### config.mk
export PLATFORM = sky130hd
export DESIGN_NAME = data_select_pipe
export DESIGN_NICKNAME = d
export VERILOG_FILES = /design/src/rtl/data_select_pkg.sv /design/src/rtl/data_select_alu.sv /design/src/rtl/data_select_pipe.sv
export SDC_FILE = /design/constraint.sdc
export NUM_CORES = 1
export LEC_CHECK = 0
export CAP_MARGIN = 20
export CORE_ASPECT_RATIO = 1.5
export CORE_MARGIN = 2
export CORE_UTILIZATION = 30
export DETAILED_ROUTE_END_ITERATION = 8
export SLEW_MARGIN = 20
export SYNTH_ARGS = -nofsm -noshare
export SYNTH_HDL_FRONTEND = slang
export SYNTH_SLANG_ARGS = --single-unit
export TNS_END_PERCENT = 50
### constraint.sdc
create_clock -name clk -period 2.5 [get_ports clk]
set_input_delay 0.25 -clock clk [delete_from_list [all_inputs] [get_ports clk]]
set_output_delay 0.25 -clock clk [all_outputs]
set_load 0.01 [all_outputs]
### src/rtl/data_select_pkg.sv
// Shared opcode definitions for data_select_pipe and its stage-2 ALU.
package data_select_pkg;

  localparam int SEL_W = 3;

  typedef enum logic [SEL_W-1:0] {
    OP_PASS_A = 3'b000,
    OP_PASS_B = 3'b001,
    OP_ADD    = 3'b010,
    OP_SUB    = 3'b011,
    OP_ACC    = 3'b100,
    OP_LOAD   = 3'b101,
    OP_MAX    = 3'b110,
    OP_MIN    = 3'b111
  } opcode_e;

  // Opcodes whose result becomes the new accumulator value.
  function automatic logic op_writes_acc(input opcode_e op);
    return (op == OP_ACC) || (op == OP_LOAD);
  endfunction

endpackage

### src/rtl/data_select_alu.sv
// Stage-2 combinational arithmetic for data_select_pipe.
// Optional build macro DATA_SELECT_SAT_EN: an overflowing ACC clamps to the
// signed ACC_W range instead of wrapping. ovf is raised in both builds.
module data_select_alu
  import data_select_pkg::*;
#(
  parameter int WIDTH = 8,
  parameter int ACC_W = 16
) (
  input  logic signed [WIDTH-1:0] a_i,
  input  logic signed [WIDTH-1:0] b_i,
  input  opcode_e                 op_i,
  input  logic signed [ACC_W-1:0] acc_i,
  output logic signed [ACC_W-1:0] result_o,
  output logic                    ovf_o
);

`ifdef DATA_SELECT_SAT_EN
  localparam logic signed [ACC_W-1:0] ACC_MAX = {1'b0, {(ACC_W-1){1'b1}}};
  localparam logic signed [ACC_W-1:0] ACC_MIN = {1'b1, {(ACC_W-1){1'b0}}};

  // Clamp a one-bit-wider sum to the signed ACC_W range.
  function automatic logic signed [ACC_W-1:0] fit_acc(input logic signed [ACC_W:0] s);
    if (s[ACC_W] != s[ACC_W-1]) return s[ACC_W] ? ACC_MIN : ACC_MAX;
    return s[ACC_W-1:0];
  endfunction
`else
  // Keep the low ACC_W bits: wrap modulo 2^ACC_W.
  function automatic logic signed [ACC_W-1:0] fit_acc(input logic signed [ACC_W:0] s);
    return s[ACC_W-1:0];
  endfunction
`endif

  logic signed [ACC_W-1:0] a_ext;
  logic signed [ACC_W-1:0] b_ext;
  logic signed [ACC_W:0]   acc_sum;

  // Operands are sign-extended first; ACC_W >= WIDTH+1 makes ADD/SUB exact.
  assign a_ext   = ACC_W'(a_i);
  assign b_ext   = ACC_W'(b_i);
  assign acc_sum = (ACC_W+1)'(acc_i) + (ACC_W+1)'(a_ext);

  // Opcode decode; only ACC can overflow.
  always_comb begin
    result_o = '0;
    ovf_o    = 1'b0;
    case (op_i)
      OP_PASS_A: result_o = a_ext;
      OP_PASS_B: result_o = b_ext;
      OP_ADD:    result_o = a_ext + b_ext;
      OP_SUB:    result_o = a_ext - b_ext;
      OP_ACC: begin
        result_o = fit_acc(acc_sum);
        ovf_o    = acc_sum[ACC_W] ^ acc_sum[ACC_W-1];
      end
      OP_LOAD:   result_o = a_ext;
      OP_MAX:    result_o = (a_ext > b_ext) ? a_ext : b_ext;
      OP_MIN:    result_o = (a_ext < b_ext) ? a_ext : b_ext;
      default:   result_o = '0;
    endcase
  end

endmodule

### src/rtl/data_select_pipe.sv
// Two-stage operand-select / arithmetic pipeline with an internal accumulator.
// Stage 1 registers the operands and opcode, stage 2 registers the ALU result.
// One advance enable (en) moves both stages; in_ready mirrors it.
// Optional build macro DATA_SELECT_SAT_EN: saturating ACC (see data_select_alu).
module data_select_pipe
  import data_select_pkg::*;
#(
  parameter int WIDTH = 8,
  parameter int ACC_W = 16
) (
  input  logic                    clk,
  input  logic                    rst,
  input  logic                    in_valid,
  output logic                    in_ready,
  input  logic signed [WIDTH-1:0] a,
  input  logic signed [WIDTH-1:0] b,
  input  logic [SEL_W-1:0]        select,
  output logic                    out_valid,
  input  logic                    out_ready,
  output logic signed [ACC_W-1:0] c,
  output logic                    ovf
);

  if (WIDTH < 2) begin : g_chk_width
    $error("data_select_pipe: WIDTH must be at least 2");
  end
  if (ACC_W < WIDTH + 1) begin : g_chk_acc_w
    $error("data_select_pipe: ACC_W must be at least WIDTH+1");
  end

  logic                    en;

  logic                    vld_p1_q;
  logic signed [WIDTH-1:0] a_p1_q;
  logic signed [WIDTH-1:0] b_p1_q;
  opcode_e                 sel_p1_q;

  logic                    vld_p2_q, vld_p2_d;
  logic signed [ACC_W-1:0] c_p2_q, c_p2_d;
  logic                    ovf_p2_q, ovf_p2_d;
  logic signed [ACC_W-1:0] acc_q, acc_d;

  logic signed [ACC_W-1:0] alu_res;
  logic                    alu_ovf;

  assign en        = out_ready || !vld_p2_q;
  assign in_ready  = en;
  assign out_valid = vld_p2_q;
  assign c         = c_p2_q;
  assign ovf       = ovf_p2_q;

  // ---- stage 1: operand capture ----
  // Stage-1 valid bit; a rejected or absent beat enters as a bubble.
  always_ff @(posedge clk) begin
    if (rst) begin
      vld_p1_q <= 1'b0;
    end else if (en) begin
      vld_p1_q <= in_valid;
    end
  end

  // Stage-1 operands/opcode; qualified by vld_p1_q so left without reset.
  always_ff @(posedge clk) begin
    if (en) begin
      a_p1_q   <= a;
      b_p1_q   <= b;
      sel_p1_q <= opcode_e'(select);
    end
  end

  // ---- stage 2: arithmetic and result register ----
  data_select_alu #(
    .WIDTH(WIDTH),
    .ACC_W(ACC_W)
  ) u_alu (
    .a_i     (a_p1_q),
    .b_i     (b_p1_q),
    .op_i    (sel_p1_q),
    .acc_i   (acc_q),
    .result_o(alu_res),
    .ovf_o   (alu_ovf)
  );

  // Next-state for stage 2; bubbles leave c, ovf and the accumulator untouched.
  always_comb begin
    vld_p2_d = vld_p2_q;
    c_p2_d   = c_p2_q;
    ovf_p2_d = ovf_p2_q;
    acc_d    = acc_q;
    if (en) begin
      vld_p2_d = vld_p1_q;
      if (vld_p1_q) begin
        c_p2_d   = alu_res;
        ovf_p2_d = alu_ovf;
        if (op_writes_acc(sel_p1_q)) acc_d = alu_res;
      end
    end
  end

  // Stage-2 registers; the accumulator is written in the same cycle as its
  // result so back-to-back ACC beats see each other's updates.
  always_ff @(posedge clk) begin
    if (rst) begin
      vld_p2_q <= 1'b0;
      c_p2_q   <= '0;
      ovf_p2_q <= 1'b0;
      acc_q    <= '0;
    end else begin
      vld_p2_q <= vld_p2_d;
      c_p2_q   <= c_p2_d;
      ovf_p2_q <= ovf_p2_d;
      acc_q    <= acc_d;
    end
  end

endmodule

==> results.yml, run 1 <==
floorplan:
  die_area_um2: 14500
  initial_core_util_pct: 30.4
  std_cell_rows: 52
  core-area_um2: 13400
  die_h_um: 147
  ios: 42
  fp.dieW_um: 99.1
detailed_routing:
  routed_wl_mm: 13.7
  ant_nets: 0
  first_pass_iters: 4
  avgRoutedWirePerCell_um: 17.4
  via_per_inst: 5.40
  remaining_drc_errors: 0
  via_count: 4255
  drt_iter0_drc: 211
layout:
  num-fill-cells: 1317
  nets: 683
  area.growth.synth_to_final_pct: 46.6
  drive_gt1_share_pct: 30.2
  fin_cells: 788
  diodes: 0
  multi_input_area_um2: 2890
  regArea_um2: 1270
  final_common_cell: "buf_4"
  layout_common_cells: "buf_4, nor2_1, clkdlybuf4s50_1"
global_routing:
  antenna_found_initial: 0
  grt_pass1_vias: 4325
  grt_use_total_pct: 18.7
  grt_max_degree: 36
  grt_pass1_wl_mm: 21.6
  grt_overflow: 0
placement:
  dp_cells: 767
  place_ws_ns: -0.497
  gp_congestion: 0.948
  hpwl_mm: 11.0
  port_buffers: 41
synth:
  synth_area_leaders: "dfxtp_1, edfxtp_1, ha_1, nor2_1, a311oi_1"
  async_reset_ff_share_pct: 0
  yosysTopAreaCell: "dfxtp_1"
  synth_area_um2: 4070
  synth_top_area_share_pct: 17.2
  synth_seq_cells: 54
  yosysSeqAreaShare_pct: 31.2
  synth_top_flop_cell: "dfxtp_1"
  synthesis.nets: 541
  synth_edf_count: 19
  syn_area_per_cell_um2: 8.42
  ys_types: 66
  ys_warn_count: 0
  syn_inst: 483
worst_hold_path:
  hold_depth: 2
  min_from: "c[5]$_SDFFE_PP0P_"
  min_path_type: "reg -> reg"
  min_to: "c[5]$_SDFFE_PP0P_"
cts:
  holdBufCountCts: 0
  cts_sinks: 54
  cts_tree: "yes"
  clk_pin_slew_worst_paths_ns: 0.08
  cts-buffers-inserted: 5
  htreeDepth: 2
  root_buffer: "clkbuf_16"
  clock_latency_ns: 0.30
  cts_buffer_depth: 2
critical_path:
  rr_worst_depth: 11
  timing.rr.end: "acc_q[4]$_SDFFE_PP0P_"
  startpoint_type: "flip-flop"
  cp-end-kind: "flip-flop"
  cp_max_fo: 4
  worst-endpoint-required_ns: 2.68
  crit_type: "reg -> reg"
  ff2ff_setup_slack_ns: -0.1
  rr_startpoint: "a_p1_q[0]$_DFFE_PN_"
  arrival_ns: 2.78
power:
  peakVddDrop_mv: 0.339
  p_leak_nw: 2.38
  power_density_nw_per_um2: 488
  finalPower_mw: 2.91
timing:
  slew_violations: 0
  skew_ns: 0.00692
  hold_viol: 0
  setup-violations-final: 27
  period_needed_ns: 2.60
  whs_ns: 0.488
  max_freq_mhz: 385
  fin_crit_sh_pct: 104
  tightest_slew_ns: 0.483
  worst_slack_ns: -0.0986
  slew_headroom_pct: 67.5
  rsz0062_at_grt: "yes"
status:
  violations: "setup timing"
  status: "finished with violations"
job:
  maxCapViolations: 0
-- critical path, cell delays in order, from the launching register on --
cell and delay, ns:
edfxtp_1 0.46, inv_2 0.11, ha_4 0.14, inv_2 0.03, fa_2 0.35, a21o_1 0.18
a21oi_2 0.16, nor2_1 0.06, a211o_1 0.23, a221o_1 0.35, a221oi_4 0.28, a211oi_2 0.11
-- synth_stat cells, types with 7 or more instances --
| master | n |
|---|---|
| xor2_1 | 8 |
| o211ai_1 | 11 |
| nand2_1 | 36 |
| dfxtp_1 | 35 |
| a31oi_1 | 7 |
| nor2_1 | 60 |
| nand2b_1 | 8 |
| nand3_1 | 9 |
| a21oi_1 | 26 |
| ha_1 | 32 |
| inv_1 | 24 |
| a211oi_1 | 16 |
| o21ai_0 | 24 |
| a311oi_1 | 21 |
| edfxtp_1 | 19 |
| nor3_1 | 13 |
| clkbuf_1 | 19 |
-- routing by layer --
metal / routed length [um] / track usage, % / up-vias
li1: - / - / 2102
met1: 5010 / 18.7 / 2021
met2: 7630 / 36.5 / 92
met3: 291 / 1.77 / 40
met4: 805 / 10.8 / 0
met5: 0 / 0 / -
-- per-stage QoR --
| stage | util, % | area (um2) | TNS, ns |
|---|---|---|---|
| finish | 44.5 | 5970 | -1.40 |
| global route | 44.5 | 5970 | -5.43 |
| CTS | 43.2 | 5790 | -3.16 |
| detailed placement | 40.2 | 5390 | -8.66 |
| global placement | 40.2 | 5390 | -7.07 |
| floorplan | - | 4080 | 0 |
-- state kept, by name, indices dropped and copies added, names as in the netlist --
signal and cells:
sel_p1_q 3, c 16, a_p1_q 8, out_valid 1
ovf 1, acc_q 16, vld_p1_q 1, b_p1_q 8
-- layout make-up --
cell class | instances | area share [%]
clock buffers | 5 | 2.10
repair buffers | 163 | 22.7
well taps | 162 | 3.40
flip-flops and latches | 54 | 21.3
inverters | 25 | 1.57
multi-input cells | 376 | 48.5
clock inverters | 3 | 0.440
-- report_power, final --
part	internal [mW]	switching [mW]	total [mW]
logic	0.569	0.591	1.16
clock network	0.382	0.365	0.747
registers	0.966	0.0401	1.01
total	1.92	0.996	2.91
-- how the worst max path moves through the flow --
stage | startpoint | end | slack [ns] | cells past startpoint
global placement | a_p1_q[0]$_DFFE_PN_ | c[4]$_SDFFE_PP0P_ | -0.45 | 11
detailed placement | a_p1_q[4]$_DFFE_PN_ | acc_q[4]$_SDFFE_PP0P_ | -0.50 | 9
floorplan | a_p1_q[4]$_DFFE_PN_ | acc_q[12]$_SDFFE_PP0P_ | 0.001 | 10
global route | a_p1_q[0]$_DFFE_PN_ | acc_q[4]$_SDFFE_PP0P_ | -0.24 | 11
CTS | a_p1_q[0]$_DFFE_PN_ | acc_q[4]$_SDFFE_PP0P_ | -0.15 | 11
finish | a_p1_q[0]$_DFFE_PN_ | acc_q[4]$_SDFFE_PP0P_ | -0.1 | 11
-- cells by family (layout without fill, tap and decap cells) --
family / Yosys count / in the layout / share of synthesized area [%]
AOI/OAI and AO/OA: 156 / 156 / 27.6
xor gates and xnor gates: 13 / 13 / 2.80
adders and majority gates: 35 / 35 / 11.3
buffers and inverters: 53 / 196 / 5.41
DFF: 54 / 54 / 31.2
muxes: 6 / 6 / 1.54
and+or+nand+nor: 166 / 166 / 20.1
-- repair_timing --
action,4_1_cts,5_1_grt
pin swaps,24,16
setup endpoints to repair,32,32
setup buffers,9,4
gates resized for setup,35,31
No activity file was read; power rests on OpenSTA's default activity.
==> inputs of run 2 (changes only) <==
CTS_CLUSTER_SIZE = 8   (was default)
==> results of run 2 <==
Same layout as run 1: the final DEF is identical, and so are final timing and power.
==> variant 1: new RTL, flow settings as in run 2 <==
The option `DATA_SELECT_SAT_EN` is turned on by a define.
--- a/src/rtl/data_select_alu.sv
+++ b/src/rtl/data_select_alu.sv
@@ -3,2 +3,4 @@
 // signed ACC_W range instead of wrapping. ovf is raised in both builds.
+`define DATA_SELECT_SAT_EN
+
 module data_select_alu
Check against the original RTL: same outputs for any inputs over 4 cycles, from zero or initial values and one cycle with rst high; that may be too few to reach the edited logic, so the function may still have changed.
==> variant 1 against run 2 <==
The flow still finishes with violations (negative setup slack). Power up 1.5%. Setup slack worse by 350 ps. Hold slack got worse by 34 ps. Sequential cell count is the same. Via count grew 1.6%. Fmax is 12% lower. Routed wire length is 1.5% higher. Synthesized area is 0.15% lower. Critical path depth decreased by 1. Non-clock buffer count is 28 higher. Final area increased by 5.0%. Largest cell class unchanged.
==> variant 1: results (changes against run 2) <==
metric,value,unit,change
detail_route.vias_per_cell,5.47,,+1.4%
grt_pass1_vias,4458,,+3.1%
detail_route.iter0.violations,194,,-8.1%
power.ir.vdd_worst,0.314,mV,-7.4%
grt_most_used_layer,met2,,
grt_first_pass_wirelength,22.0,mm,+1.6%
setup_total_neg_slack,-9100,ps,-7700 ps
detailed_route_wire_length_on_metal_1,4.76,mm,-4.8%
io_buffer_count,41,,unchanged
drive_above_1_share,0.368,,+0.0659
outcome,finished with violations,,
max_cap_violations,0,,unchanged
power.leakage,2.67,nW,+12%
yosys_cell_types,77,,+17%
cpPeakStageDelay,420,ps,-40 ps
num-nets-final,685,,+0.29%
worstPathArrival,3120,ps,+340 ps
grt_max_degree,23,,-36%
worst_slew_pin_slew,495,ps,+11.7 ps
postSynthNetCount,507,,-6.3%
finalClockSkew,13.2,ps,+6.32 ps
ys_top_cells_by_count,"sky130_fd_sc_hd__nor2_1, sky130_fd_sc_hd__dfxtp_1, sky130_fd_sc_hd__a21oi_1, sky130_fd_sc_hd__ha_1, sky130_fd_sc_hd__nand2_1",,
dpl-instance-area,5680,µm²,+5.4%
ys_top_cells_by_area,"sky130_fd_sc_hd__dfxtp_1, sky130_fd_sc_hd__edfxtp_1, sky130_fd_sc_hd__ha_1",,
worst_min_delay_path_class,reg2reg,,
gp_congestion,0.913,,-3.7%
met2WireLength,7.80,mm,+2.3%
layout_setup_ws,-453,ps,-354 ps
cts-buffers-inserted,5,,unchanged
route.top_layer_used,met4,,
detailroute.wirelength.met3,381,µm,+31%
grtUsageMet3,0.0187,,+0.000957
violations,negative setup slack,,
timing.critical_path.fanout_max,9,,+5
hpwl,11.3,mm,+3.0%
globalRouteTotalUtil,0.191,,+0.00388
met1_usage,0.180,,-0.00669
antenna_found_initial,0,,unchanged
final-setup-viol-count,33,,+22%
routed_wire_length_per_instance,17.6,µm,+1.2%
drt_first_pass_iters,5,,+1
cts-root-to-sink-buffers,2,,unchanged
gr_met2_demand_resource,0.376,,+0.0118
synth_seq_area_share,0.313,,+0.000481
-- variant 1: changes by cell type after synthesis, moves of 5 or more --
| cell | delta |
|---|---|
| sky130_fd_sc_hd__a211o_1 | +15 |
| sky130_fd_sc_hd__a21oi_1 | +7 |
| sky130_fd_sc_hd__a311oi_1 | -14 |
| sky130_fd_sc_hd__clkbuf_1 | -9 |
| sky130_fd_sc_hd__inv_1 | -7 |
| sky130_fd_sc_hd__nand2_1 | -7 |
| sky130_fd_sc_hd__nor2_1 | -20 |
| sky130_fd_sc_hd__nor3_1 | -8 |
| sky130_fd_sc_hd__o211ai_1 | -5 |
| sky130_fd_sc_hd__o21ai_0 | -6 |
| sky130_fd_sc_hd__o21ai_1 | +5 |
| sky130_fd_sc_hd__o31ai_1 | -6 |
| sky130_fd_sc_hd__xnor2_1 | +5 |
-- variant 1: area by class of cell --
class / instances / area [µm²]
tap: 162 / 203
timing repair buffer: 191 / 1580
clock buffer: 5 / 125
inverter: 19 / 71.3
sequential: 54 / 1270
multi-input combinational: 356 / 2980
clock inverter: 3 / 28.8
fill: 1258 / 7070
-- variant 1: kinds of logic after synthesis --
| group | synth area share |
|---|---|
| AO/OA/AOI/OAI | 0.301 |
| multiplexers | 0.0237 |
| flip-flops | 0.313 |
| adder cells (fa/ha/maj) | 0.123 |
| AND/OR/NAND/NOR | 0.159 |
| buffers and inverters | 0.0388 |
| XOR/XNOR | 0.0410 |
-- variant 1: report_power, final --
group | internal, mW | switching, mW | leakage (nW)
Combinational | 0.620 | 0.587 | 2.11
Clock | 0.385 | 0.360 | 0.0763
Sequential | 0.965 | 0.0403 | 0.484
-- variant 1: worst min-delay path, delay by kind of cell, from the launching register on --
family             cells  cell delay [ps]
AOI/OAI and AO/OA      1               50
and+or+nand+nor        1               50
DFF                    1              320
-- variant 1: timing repair --
action                                  4_1_cts  5_1_grt
setup buffers                                10        7
hold buffers                                  0        0
endpoints found under the setup margin       33       33
gates resized for setup                      37       26
cloned                                        0        0
pin swaps                                    10       19
-- variant 1: worst paths after layout --
kind / start / to / cells past startpoint
worst max register to register: a_p1_q[7]$_DFFE_PN_ / c[5]$_SDFFE_PP0P_ / 10
worst min register to register: c[1]$_SDFFE_PP0P_ / c[1]$_SDFFE_PP0P_ / 2
worst min-delay path: c[1]$_SDFFE_PP0P_ / c[1]$_SDFFE_PP0P_ / 2
worst max-delay path: a_p1_q[7]$_DFFE_PN_ / c[5]$_SDFFE_PP0P_ / 10
-- variant 1: per-stage QoR --
stage / hold WS, ps / cells / total power, mW / setup WS [ps]
floorplan: 349 / 449 / 1.60 / -277
global placement: 446 / 765 / 2.08 / -388
detailed placement: 448 / 765 / 2.10 / -446
CTS: 459 / 783 / 2.92 / -394
global route: 479 / 790 / 3.12 / -559
finish: 454 / 790 / 2.96 / -453
==> variant 2: new RTL, flow settings as in run 2 <==
Made on the original files. Register the output `ovf` once more, with the module's reset; this adds one clock of latency there. The other outputs are not delayed to match.
--- a/src/rtl/data_select_pipe.sv
+++ b/src/rtl/data_select_pipe.sv
@@ -49,3 +49,9 @@
   assign c         = c_p2_q;
-  assign ovf       = ovf_p2_q;
+  always_ff @(posedge clk) begin
+    if (rst) begin
+      ovf <= '0;
+    end else begin
+      ovf <= ovf_p2_q;
+    end
+  end
 
Behaviour: no difference found for any inputs over 4 cycles, from zero or initial values and one cycle with rst high; that may be too few to reach the edited logic, so the function may still have changed.
==> variant 2 against run 2 <==
The run still ends with negative setup slack left. Power increased by 3.4%. Hold slack worse by 33 ps. Sequential share of layout area down 0.64 points. Synthesized area grew 2.6%. Sequential cell count grew 1. Routed wire length is 1.7% higher. Core utilization rose by 1.7 points. Critical path depth decreased by 1. Final area is 4.7% higher. Setup slack improved by 0.62 ps. First-iteration DRC count rose by 45%. Critical path type unchanged. Critical endpoint is now c[10]$_SDFFE_PP0P_.
==> variant 2: results (changes against run 2) <==
metric,value,unit,change
yosys_cell_types,82,,+24%
worstSetupEndpoint,c[10]$_SDFFE_PP0P_,,
drive_above_1_share,0.372,,+0.0706
cpPeakStageDelay,450,ps,
outcome,finished with violations,,
hpwl,10.6,mm,-3.0%
detail_route.iter0.violations,306,,+45%
synth_seq_area_share,0.309,,-0.00307
worst_slew_pin_slew,678,ps,+194 ps
p_switching,1.04,mW,+3.9%
gp_congestion,0.918,,-3.1%
instances_no_fill,758,,-3.8%
final-setup-viol-count,15,,-44%
hold_start,c[4]$_SDFFE_PP0P_,,
timing.critical_path.fanout_max,3,,-1
layout_setup_ws,-97.9,ps,+0.620 ps
grt_pass1_vias,4379,,+1.2%
postSynthAreaPerCell,9.07,µm²,+7.7%
ys_top_cells_by_area,"sky130_fd_sc_hd__dfxtp_1, sky130_fd_sc_hd__edfxtp_1, sky130_fd_sc_hd__ha_1",,
n_fill_cell,1275,,-3.2%
power.ir.vdd_worst,0.422,mV,+25%
dpl.cell_count,733,,-4.4%
finalClockSkew,6.61,ps,-0.308 ps
worstPathArrival,2800,ps,+20 ps
via_count,4136,,-2.8%
postSynthNetCount,518,,-4.3%
ys_top_cells_by_count,"sky130_fd_sc_hd__nor2_1, sky130_fd_sc_hd__dfxtp_1, sky130_fd_sc_hd__ha_1, sky130_fd_sc_hd__nand2_1, sky130_fd_sc_hd__a211oi_1",,
ff2ff_path_depth,10,,-1
grt_max_degree,31,,-14%
yosysWarningCount,0,,unchanged
power.leakage,2.45,nW,+3.0%
num-nets-final,653,,-4.4%
route.final.wire_length,14.0,mm,+1.7%
cts-buffers-inserted,5,,unchanged
violations,negative setup slack,,
grt_first_pass_wirelength,22.4,mm,+3.4%
[variant 2: cell count changes after synthesis, sizes merged, moves of 4 or more]
cell and delta:
a21o +6, a311oi -19, a211oi +16, clkbuf -8
o211ai -7, o31ai -6, buf +4, o21ai -8
nand2 -4, nor3 +4
[variant 2: area by class of cell]
cell class / count / area share
clock buffers: 5 / 0.0200
inverters: 25 / 0.0150
flip-flops and latches: 55 / 0.207
clock inverters: 3 / 0.00300
multi-input cells: 356 / 0.511
repair buffers: 152 / 0.211
well taps: 162 / 0.0324
[variant 2: timing repair]
item,CTS,global route
cloned,0,1
setup endpoints to repair,31,32
endpoints found under the hold margin,0,0
gates resized for setup,48,49
pin swaps,39,32
setup buffers,12,6
[variant 2: power groups by stage]
stage | clock network (mW) | logic (mW) | registers (mW)
after global routing | 0.741 | 1.37 | 1.04
after global placement | 0 | 1.01 | 1.05
after detailed placement | 0 | 1.03 | 1.05
after CTS | 0.715 | 1.13 | 1.03
after floorplan | 0 | 0.604 | 1.05
final | 0.695 | 1.28 | 1.04
[variant 2: cell families (layout without fill, tap and decap cells)]
| logic type | after synthesis | after routing | synth area share |
|---|---|---|---|
| AND/OR/NAND/NOR | 151 | 151 | 0.184 |
| AO/OA/AOI/OAI | 149 | 149 | 0.292 |
| flip-flops | 55 | 55 | 0.309 |
| buffers and inverters | 49 | 185 | 0.0579 |
| adder cells (fa/ha/maj) | 35 | 35 | 0.110 |
| XOR/XNOR | 14 | 14 | 0.0294 |
| multiplexers | 7 | 7 | 0.0168 |
[variant 2: metal layers]
metal | GRT usage | vias up | wire [µm]
met1 | 0.206 | 2012 | 5420
li1 | - | 1983 | -
met2 | 0.353 | 101 | 7620
met3 | 0.0244 | 40 | 369
met4 | 0.102 | 0 | 562
met5 | 0 | - | 0
[variant 2: worst min-delay path, cell delays in order, from the launching register on]
cell	delay (ps)
sky130_fd_sc_hd__dfxtp_1	310
sky130_fd_sc_hd__nand2_1	50
sky130_fd_sc_hd__o21ai_1	50
[variant 2: metrics by stage]
step	setup TNS (ps)	hold slack [ps]	area, µm²	utilization	worst slack [ps]
floorplan	0	349	4180	-	25.6
global placement	-3210	449	5390	0.398	-268
detailed placement	-4000	450	5390	0.398	-308
CTS	-138	460	5900	0.436	-42.1
global route	-3130	487	6250	0.462	-164
finish	-635	455	6250	0.462	-97.9
[variant 2: how the worst min path moves through the flow]
stage	slack, ps	cells past startpoint	endpoint
after global placement	450	2	c[4]$_SDFFE_PP0P_
after global routing	490	2	c[4]$_SDFFE_PP0P_
after CTS	460	2	c[4]$_SDFFE_PP0P_
after floorplan	350	0	a_p1_q[0]$_DFFE_PN_
final	460	2	c[4]$_SDFFE_PP0P_
after detailed placement	450	2	c[4]$_SDFFE_PP0P_
